===== src/rtl/program_sequencer.sv =====
// program_sequencer: instruction fetch/issue controller for the 8-bit processor.
// Owns the PC, drives the combinational instruction memory address, captures
// each instruction and issues it over a valid/ready handshake. Resolves
// JMP/BR, CALL/RET through an internal return stack, and HALT.
// Optional feature macro: SEQ_SINGLE_STEP_EN (adds step_i; FETCH waits on it).
module program_sequencer #(
    parameter int         STACK_DEPTH = 4,
    parameter logic [7:0] RESET_PC    = 8'h00
) (
    input  logic       clk,
    input  logic       rst_n,
`ifdef SEQ_SINGLE_STEP_EN
    input  logic       step_i,
`endif
    input  logic       start_i,
    output logic [7:0] imem_addr_o,
    input  logic [3:0] imem_op_i,
    input  logic [1:0] imem_ra_i,
    input  logic [1:0] imem_rb_i,
    input  logic       imem_brx_i,
    input  logic [7:0] imem_ea_i,
    input  logic       cond_i,
    output logic       issue_valid_o,
    input  logic       exec_ready_i,
    output logic [3:0] op_o,
    output logic [1:0] ra_o,
    output logic [1:0] rb_o,
    output logic [7:0] ea_o,
    output logic [7:0] pc_o,
    output logic       halted_o,
    output logic       stack_err_o
);

    localparam int SP_W = $clog2(STACK_DEPTH) + 1;
    localparam int IX_W = SP_W - 1;

    typedef enum logic [1:0] {S_IDLE, S_FETCH, S_ISSUE, S_HALT} state_e;

    state_e          state_q, state_d;
    logic [7:0]      pc_q, pc_d;
    logic [7:0]      ipc_q, ipc_d;
    logic [3:0]      op_q, op_d;
    logic [1:0]      ra_q, ra_d;
    logic [1:0]      rb_q, rb_d;
    logic            brx_q, brx_d;
    logic [7:0]      ea_q, ea_d;
    logic [SP_W-1:0] sp_q, sp_d;
    logic            err_q, err_d;

    logic [7:0]      stack_q [STACK_DEPTH];
    logic            push_en;
    logic [IX_W-1:0] push_idx;
    logic [IX_W-1:0] pop_idx;
    logic            fetch_go;
    logic            handshake;

`ifdef SEQ_SINGLE_STEP_EN
    assign fetch_go = step_i;
`else
    assign fetch_go = 1'b1;
`endif

    assign handshake = (state_q == S_ISSUE) && exec_ready_i;
    assign push_idx  = sp_q[IX_W-1:0];
    assign pop_idx   = push_idx - 1'b1;

    // Next-state, next-PC and return-stack control.
    always_comb begin
        // NOTE: every signal gets a default first so no path leaves one unassigned (no latches).
        state_d = state_q;
        pc_d    = pc_q;
        ipc_d   = ipc_q;
        op_d    = op_q;
        ra_d    = ra_q;
        rb_d    = rb_q;
        brx_d   = brx_q;
        ea_d    = ea_q;
        sp_d    = sp_q;
        err_d   = err_q;
        push_en = 1'b0;
        unique case (state_q)
            S_IDLE: begin
                if (start_i) state_d = S_FETCH;
            end
            S_FETCH: begin
                if (fetch_go) begin
                    op_d    = imem_op_i;
                    ra_d    = imem_ra_i;
                    rb_d    = imem_rb_i;
                    brx_d   = imem_brx_i;
                    ea_d    = imem_ea_i;
                    ipc_d   = pc_q;
                    // HALT is never presented to the datapath.
                    state_d = (imem_op_i == 4'hF) ? S_HALT : S_ISSUE;
                end
            end
            S_ISSUE: begin
                if (handshake) begin
                    state_d = S_FETCH;
                    if (op_q[3] == 1'b0) begin
                        pc_d = pc_q + 8'd1;
                    end else if (op_q[3:2] == 2'b10) begin
                        pc_d = pc_q + 8'd2;
                    end else begin
                        unique case (op_q[1:0])
                            2'b00: pc_d = (!brx_q || cond_i) ? ea_q : pc_q + 8'd2;
                            2'b01: begin
                                if (sp_q == SP_W'(STACK_DEPTH)) begin
                                    err_d   = 1'b1;
                                    state_d = S_HALT;
                                end else begin
                                    push_en = 1'b1;
                                    sp_d    = sp_q + 1'b1;
                                    pc_d    = ea_q;
                                end
                            end
                            2'b10: begin
                                if (sp_q == '0) begin
                                    err_d   = 1'b1;
                                    state_d = S_HALT;
                                end else begin
                                    sp_d = sp_q - 1'b1;
                                    pc_d = stack_q[pop_idx];
                                end
                            end
                            default: state_d = S_HALT;
                        endcase
                    end
                end
            end
            default: state_d = S_HALT;
        endcase
    end

    // Control and issue-field registers.
    always_ff @(posedge clk or negedge rst_n) begin
        if (!rst_n) begin
            // NOTE: sequential state uses non-blocking assignments so all registers update together.
            state_q <= S_IDLE;
            pc_q    <= RESET_PC;
            ipc_q   <= '0;
            op_q    <= '0;
            ra_q    <= '0;
            rb_q    <= '0;
            brx_q   <= 1'b0;
            ea_q    <= '0;
            sp_q    <= '0;
            err_q   <= 1'b0;
        end else begin
            state_q <= state_d;
            pc_q    <= pc_d;
            ipc_q   <= ipc_d;
            op_q    <= op_d;
            ra_q    <= ra_d;
            rb_q    <= rb_d;
            brx_q   <= brx_d;
            ea_q    <= ea_d;
            sp_q    <= sp_d;
            err_q   <= err_d;
        end
    end

    // Return-address storage.
    // NOTE: the stack array has no reset; sp gates every read, so stale entries are never used.
    always_ff @(posedge clk) begin
        if (push_en) stack_q[push_idx] <= pc_q + 8'd2;
    end

    assign imem_addr_o   = pc_q;
    assign issue_valid_o = (state_q == S_ISSUE);
    assign halted_o      = (state_q == S_HALT);
    assign stack_err_o   = err_q;
    assign op_o          = op_q;
    assign ra_o          = ra_q;
    assign rb_o          = rb_q;
    assign ea_o          = ea_q;
    assign pc_o          = ipc_q;

endmodule


===== config.mk =====
export PLATFORM = sky130hd
export DESIGN_NAME = program_sequencer
export DESIGN_NICKNAME = d
export VERILOG_FILES = /design/src/rtl/program_sequencer.sv
export SDC_FILE = /design/constraint.sdc
export NUM_CORES = 1
export LEC_CHECK = 0
export ABC_AREA = 1
export BUFFER_PORTS_ARGS = -buffer_cell sky130_fd_sc_hd__buf_2
export CELL_PAD_IN_SITES_DETAIL_PLACEMENT = 0
export CELL_PAD_IN_SITES_GLOBAL_PLACEMENT = 1
export CORE_UTILIZATION = 38
export CTS_CLUSTER_SIZE = 40
export DETAILED_ROUTE_END_ITERATION = 10
export GPL_ROUTABILITY_DRIVEN = 1
export PLACE_DENSITY_LB_ADDON = 0.1
export SYNTH_ARGS = -nofsm -noshare
export SYNTH_HDL_FRONTEND = slang
export SYNTH_SLANG_ARGS = --single-unit
export TNS_END_PERCENT = 1

===== constraint.sdc =====
create_clock -name clk -period 2.02 [get_ports clk]
set_input_delay 0.202 -clock clk [delete_from_list [all_inputs] [get_ports clk]]
set_output_delay 0.202 -clock clk [all_outputs]
set_load 0.02 [all_outputs]

# After elaboration in Yosys (flattened, before gate mapping)
# Memory sizes are Yosys's and may differ from the RTL's.
# Index checks and enable logic that the tools add are counted.
[totals]
latch_bits = 0
reg_bits = 39
rom_bits = 0
memories = 1
ramBits = 32
word_cells = 74
out_inout_bits = 35
in_bits = 22
[op_classes]
n_addsub = 5
reduce_logical = 11
order_cmp = 0
bitwise = 1
shift = 0
div_mod_pow = 0
n_mux = 29
multipliers = 0
n_eq_ne = 17
[mem_list]
columns = ["name", "words", "width", "read_ports", "rd_ports_with_merged_regs", "write_ports", "line", "source"]
rows = [
  ["stack_q", 4, 8, 1, 0, 1, "50", "logic [7:0] stack_q [STACK_DEPTH];"],
]
[ops]
columns = ["op", "count"]
rows = [
  ["$mux 8", 5],
  ["$pmux 8 s3", 1],
  ["$reduce_and 7->1", 2],
  ["$mux 2", 6],
  ["$pmux 2 s3", 2],
  ["$mux 1", 11],
  ["$ne 2x2->1 const B", 5],
  ["$add 8x1->8 const B", 1],
  ["$add 8x2->8 const B", 1],
  ["$eq 2x2->1 const B", 4],
  ["$ne 4x4->1 const B", 2],
  ["$mux 3", 2],
  ["$pmux 3 s2", 1],
  ["$ne 5x1->1 const B", 1],
  ["$reduce_and 5->1", 1],
  ["$eq 2x1->1 const B", 2],
  ["$eq 4x4->1 const B", 1],
  ["$logic_not 2->1", 2],
  ["$add 3x1->3 const B", 1],
  ["$eq 3x3->1 const B", 1],
  ["$logic_not 3->1", 1],
  ["$sub 3x1->3 const B", 1],
  ["$ne 2x1->1 const B", 1],
  ["$pmux 1 s2", 1],
  ["other kinds (7)", 7],
]

# Logic depth before layout (Yosys ltp)
[logic_depth]
ltp_word = 9
ltp_mapped = 14
mapped_depth_nobuf = 11

# Worst setup path before layout
# No wires, ideal clock.
[synth_timing]
kind = "register to register"
start = "register op_q[0] (netlist: op_o[0])"
end = "register sp_q[2]"
setup_ns = 0.079
synth_period_minus_slack_ns = 2.149
path_buffers = 1
path_slack_ns = -0.129
stages_incl_launch_ff = 9
arrival_ns = 2.070
t_required_ns = 1.941
path_cell_list = "dfrtp_1 > inv_1 > ha_1 > buf_1 > inv_1 > fa_1 > or2_2 > a21oi_2 > xor2_1"
[synth_between]
elab_chain_cells = 3
elab_cells_between_ends = 7
classes_between = "eq/ne: 4; mux: 1; reduce/logical: 2"
[synth_rtl]
columns = ["element", "line", "source"]
rows = [
  ["start, declared", "42", "logic [3:0] op_q, op_d;"],
  ["start signal, assigned", "153", "op_q <= op_d;"],
  ["$eq 2x2->1 or $eq 2x1->1 (tied branches)", "105", "unique case (op_q[1:0])"],
  ["$ne 2x2->1 (no line) or $reduce_bool 2->1 (tied branches)", "-", ""],
  ["$reduce_and 7->1 (no line)", "-", ""],
  ["end signal, assigned", "158", "sp_q <= sp_d;"],
  ["end, declared", "47", "logic [SP_W-1:0] sp_q, sp_d;"],
]
# Parallel ways exist; a longest one is shown, timed or not.
# A chain may end at the register's enable or synchronous reset.

# Worst setup path after layout
[layout_timing]
start = "register op_q[0] (netlist: op_o[0])"
end = "register pc_q[6] (netlist: imem_addr_o[6])"
[layout_between]
elab_chain_cells = 4
elab_cells_between_ends = 10
classes_between = "eq/ne: 5; mux: 3; reduce/logical: 2"
[layout_rtl]
columns = ["element", "line", "source"]
rows = [
  ["$eq 2x2->1 (tied with other cells)", "105", ""],
  ["$pmux 8 s3", "105", ""],
  ["$mux 8", "102", "end else if (op_q[3:2] == 2'b10) begin"],
  ["$mux 8", "100", "if (op_q[3] == 1'b0) begin"],
  ["end signal, assigned", "151", "pc_q <= pc_d;"],
  ["end, declared", "40", "logic [7:0] pc_q, pc_d;"],
]
# Parallel ways exist; a longest one is shown, timed or not.

==> impl_metrics.yaml <==
route:
  viasPerCell: 4.63
  wirelength_um: 9310
  vias: 2938
  drt-initial-drc-count: 112
  final_antenna_net_count: 0
  wl_per_cell_um: 14.7
  drc: 0
  dr.pass1.iters: 4
setup_path:
  crit_path_max_fanout: 12
  endpoint_kind: "flip-flop"
  startpoint_type: "flip-flop"
  worstReg2RegEnd: "imem_addr_o[6]"
  cp_common_cell: "nor2_1"
  r2r-start: "op_o[0]"
  r2r_cells: 10
  crit_family: "simple AND/OR/NAND/NOR gates"
  cp.arrival_ps: 2060
  worstPathCellList: "inv_1, ha_1, buf_4, nor2_1, nand2_1, nand3_1, a21oi_4, nand3_1, nor2_1, nor2_1"
  crit_slowest_cell: "dfrtp_2"
  max_stage_delay_ps: 430
  path_class: "reg2reg"
  worst_ep_required_time_ps: 2270
  critPathBufInv: 2
  r2r_slack_ps: 210
cts:
  clk_pin_slew_ps: 80
  cts.repair.resized: 0
  htree_levels: 3
  cts_setup_buffers: 0
  cts-root-buf: "clkbuf_8"
  cts_buffer_depth: 2
  insertion_delay_ps: 350
  cts_tree: "done"
  cts_made_buffers: 9
  clkSinkCount: 71
  holdBufCountCts: 1
synth:
  avgSynthCellArea_um2: 8.49
  syn_nets: 462
  yosysMostFrequentCell: "nand2_1"
  yosysSeqAreaShare_pct: 53.2
  syn-cell-area_um2: 3640
  synth-main-ff-cell: "dfrtp_1"
  synthCells: 429
  yosys_warnings: 0
  ys_top_cells_by_count: "nand2_1, inv_1, dfrtp_1"
  synthArstFlopShare_pct: 54.9
  synth-seq-cells: 71
  yosysUniqueCellTypes: 34
  synth_edf_count: 32
  synth_top_area_share_pct: 26.8
  synth_top_area_cell: "dfrtp_1"
  ys_top_cells_by_area: "dfrtp_1, edfxtp_1, nand2_1"
grt:
  grtUsageTotal_pct: 20.6
  grt_max_degree: 28
  antenna_found_initial: 0
  grt_pass1_vias: 2978
  grt_overflow_total: 0
  grt_pass1_wl_um: 15400
layout:
  fin_area_um2: 4330
  fin_util_pct: 46.7
  area_delta_synth_final_pct: 18.9
  fin_nets: 533
  antenna_cells: 0
  drive_gt1_share_pct: 21.0
timing:
  fin_skew_ps: 8.87
  fmax_mhz: 553
  fin_setup_tns_ps: 0
  maxSlewHeadroom_pct: 58.7
  tightestPinTransition_ps: 617
  rsz0062_at_grt: "false"
  hold_viol: 0
  fin_crit_sh_pct: 89.6
  fin_ws_ps: 211
  slew_viol_final: 0
  setup_viol: 0
  period_needed_ps: 1810
floorplanning:
  num_rows: 35
  ios: 57
  die_h_um: 99.9
  core_region_area_um2: 9280
  die-area_um2: 9980
  die_w_um: 99.9
  start_util_pct: 39.2
flow_run:
  drv_cap: 0
power:
  p_leak_nw: 2.06
  powerDensity_nw_per_um2: 627
  max-vdd-ir-drop_mv: 0.248
hold_path:
  hold_path.class: "in2reg"
  min_from: "imem_rb_i[1]"
  hold-path-endpoint: "rb_o[1]"
  whs_path_depth: 3
status:
  outcome: "completed"
placement:
  dp_slack_ps: 207
  placed_area_um2: 4130
  dp_hpwl_um: 6830
  io_buffers: 56
  gp_congestion: 0.779
worst min-delay path, delay by kind of cell:
family | cells | cell delay [ps]
buffers and inverters | 1 | 70
AND/OR/NAND/NOR | 2 | 90
kinds of logic after synthesis:
kind of cell / after synthesis / share of synthesized area (%)
compound gates: 50 / 8.07
xor+xnor: 2 / 0.481
flops: 71 / 53.2
buf+inv: 59 / 6.94
fa+ha+maj: 11 / 3.98
simple gates: 236 / 27.4
cell type report:
type	count	area, um^2
clock buffer	9	124
clock inverter	7	72.6
fill	966	4950
inverter	48	188
multi-input combinational	299	1450
sequential	71	1940
tap	129	161
timing repair buffer	71	395
state kept, by name, summed over array words and instances, names as in the netlist:
| signal | count |
|---|---|
| imem_addr_o | 8 |
| ra_o | 2 |
| stack_err_o | 1 |
| sp_q | 3 |
| ea_o | 8 |
| state_q | 2 |
| brx_q | 1 |
| op_o | 4 |
| stack_q | 32 |
| pc_o | 8 |
| rb_o | 2 |
worst max path at each step:
stage,start,to,slack (ps),depth (start not counted)
finish,op_o[0],imem_addr_o[6],210,10
global route,op_o[0],imem_addr_o[5],40,10
CTS,op_o[0],imem_addr_o[6],200,10
detailed placement,op_o[0],sp_q[2],210,7
global placement,op_o[0],sp_q[2],260,7
floorplan,sp_q[0],stack_q[2][0],10,7
placed cells by master, fill, tap and decap left out, drive strengths merged:
| cell type | instances |
|---|---|
| nor2 | 35 |
| o21bai | 1 |
| ha | 10 |
| a22oi | 3 |
| clkinv | 6 |
| buf | 70 |
| nand4 | 4 |
| o31ai | 2 |
| clkbuf | 9 |
| or2 | 1 |
| inv | 46 |
| bufinv | 1 |
| dfrtp | 39 |
| nand3b | 1 |
| nand3 | 38 |
| clkinvlp | 2 |
| o21ai | 26 |
| xor2 | 2 |
| dlygate4sd3 | 1 |
| o211ai | 4 |
| a21oi | 14 |
| nand2 | 156 |
| edfxtp | 32 |
| fa | 1 |
| and2 | 1 |
power by group:
group                     switching (W)  leakage, nW  internal [W]  total (W)
clock network                  0.000585       0.0956      0.000572    0.00116
registers      0.0000000000000000000675        0.773       0.00150    0.00150
logic                         0.0000360         1.19     0.0000242  0.0000602
stage by stage:
| step | cells | power (W) | hold WS (ps) |
|---|---|---|---|
| 6_report | 634 | 0.00271 | 43.5 |
| 3_3_place_gp | 617 | 0.00159 | 115 |
| 5_1_grt | 634 | 0.00281 | 34.3 |
| 3_5_place_dp | 617 | 0.00159 | 114 |
| 2_1_floorplan | 429 | 0.00154 | -93.6 |
| 4_1_cts | 634 | 0.00275 | 33.4 |
routing by layer:
layer / track usage [%] / vias up / share of wire (%)
met3: 3.20 / 11 / 2.8
met5: 0 / - / 0
met4: 6.45 / 0 / 1.3
met1: 28.0 / 1349 / 49
li1: - / 1524 / -
met2: 33.8 / 54 / 47
Power figures use the tool's default switching activity.
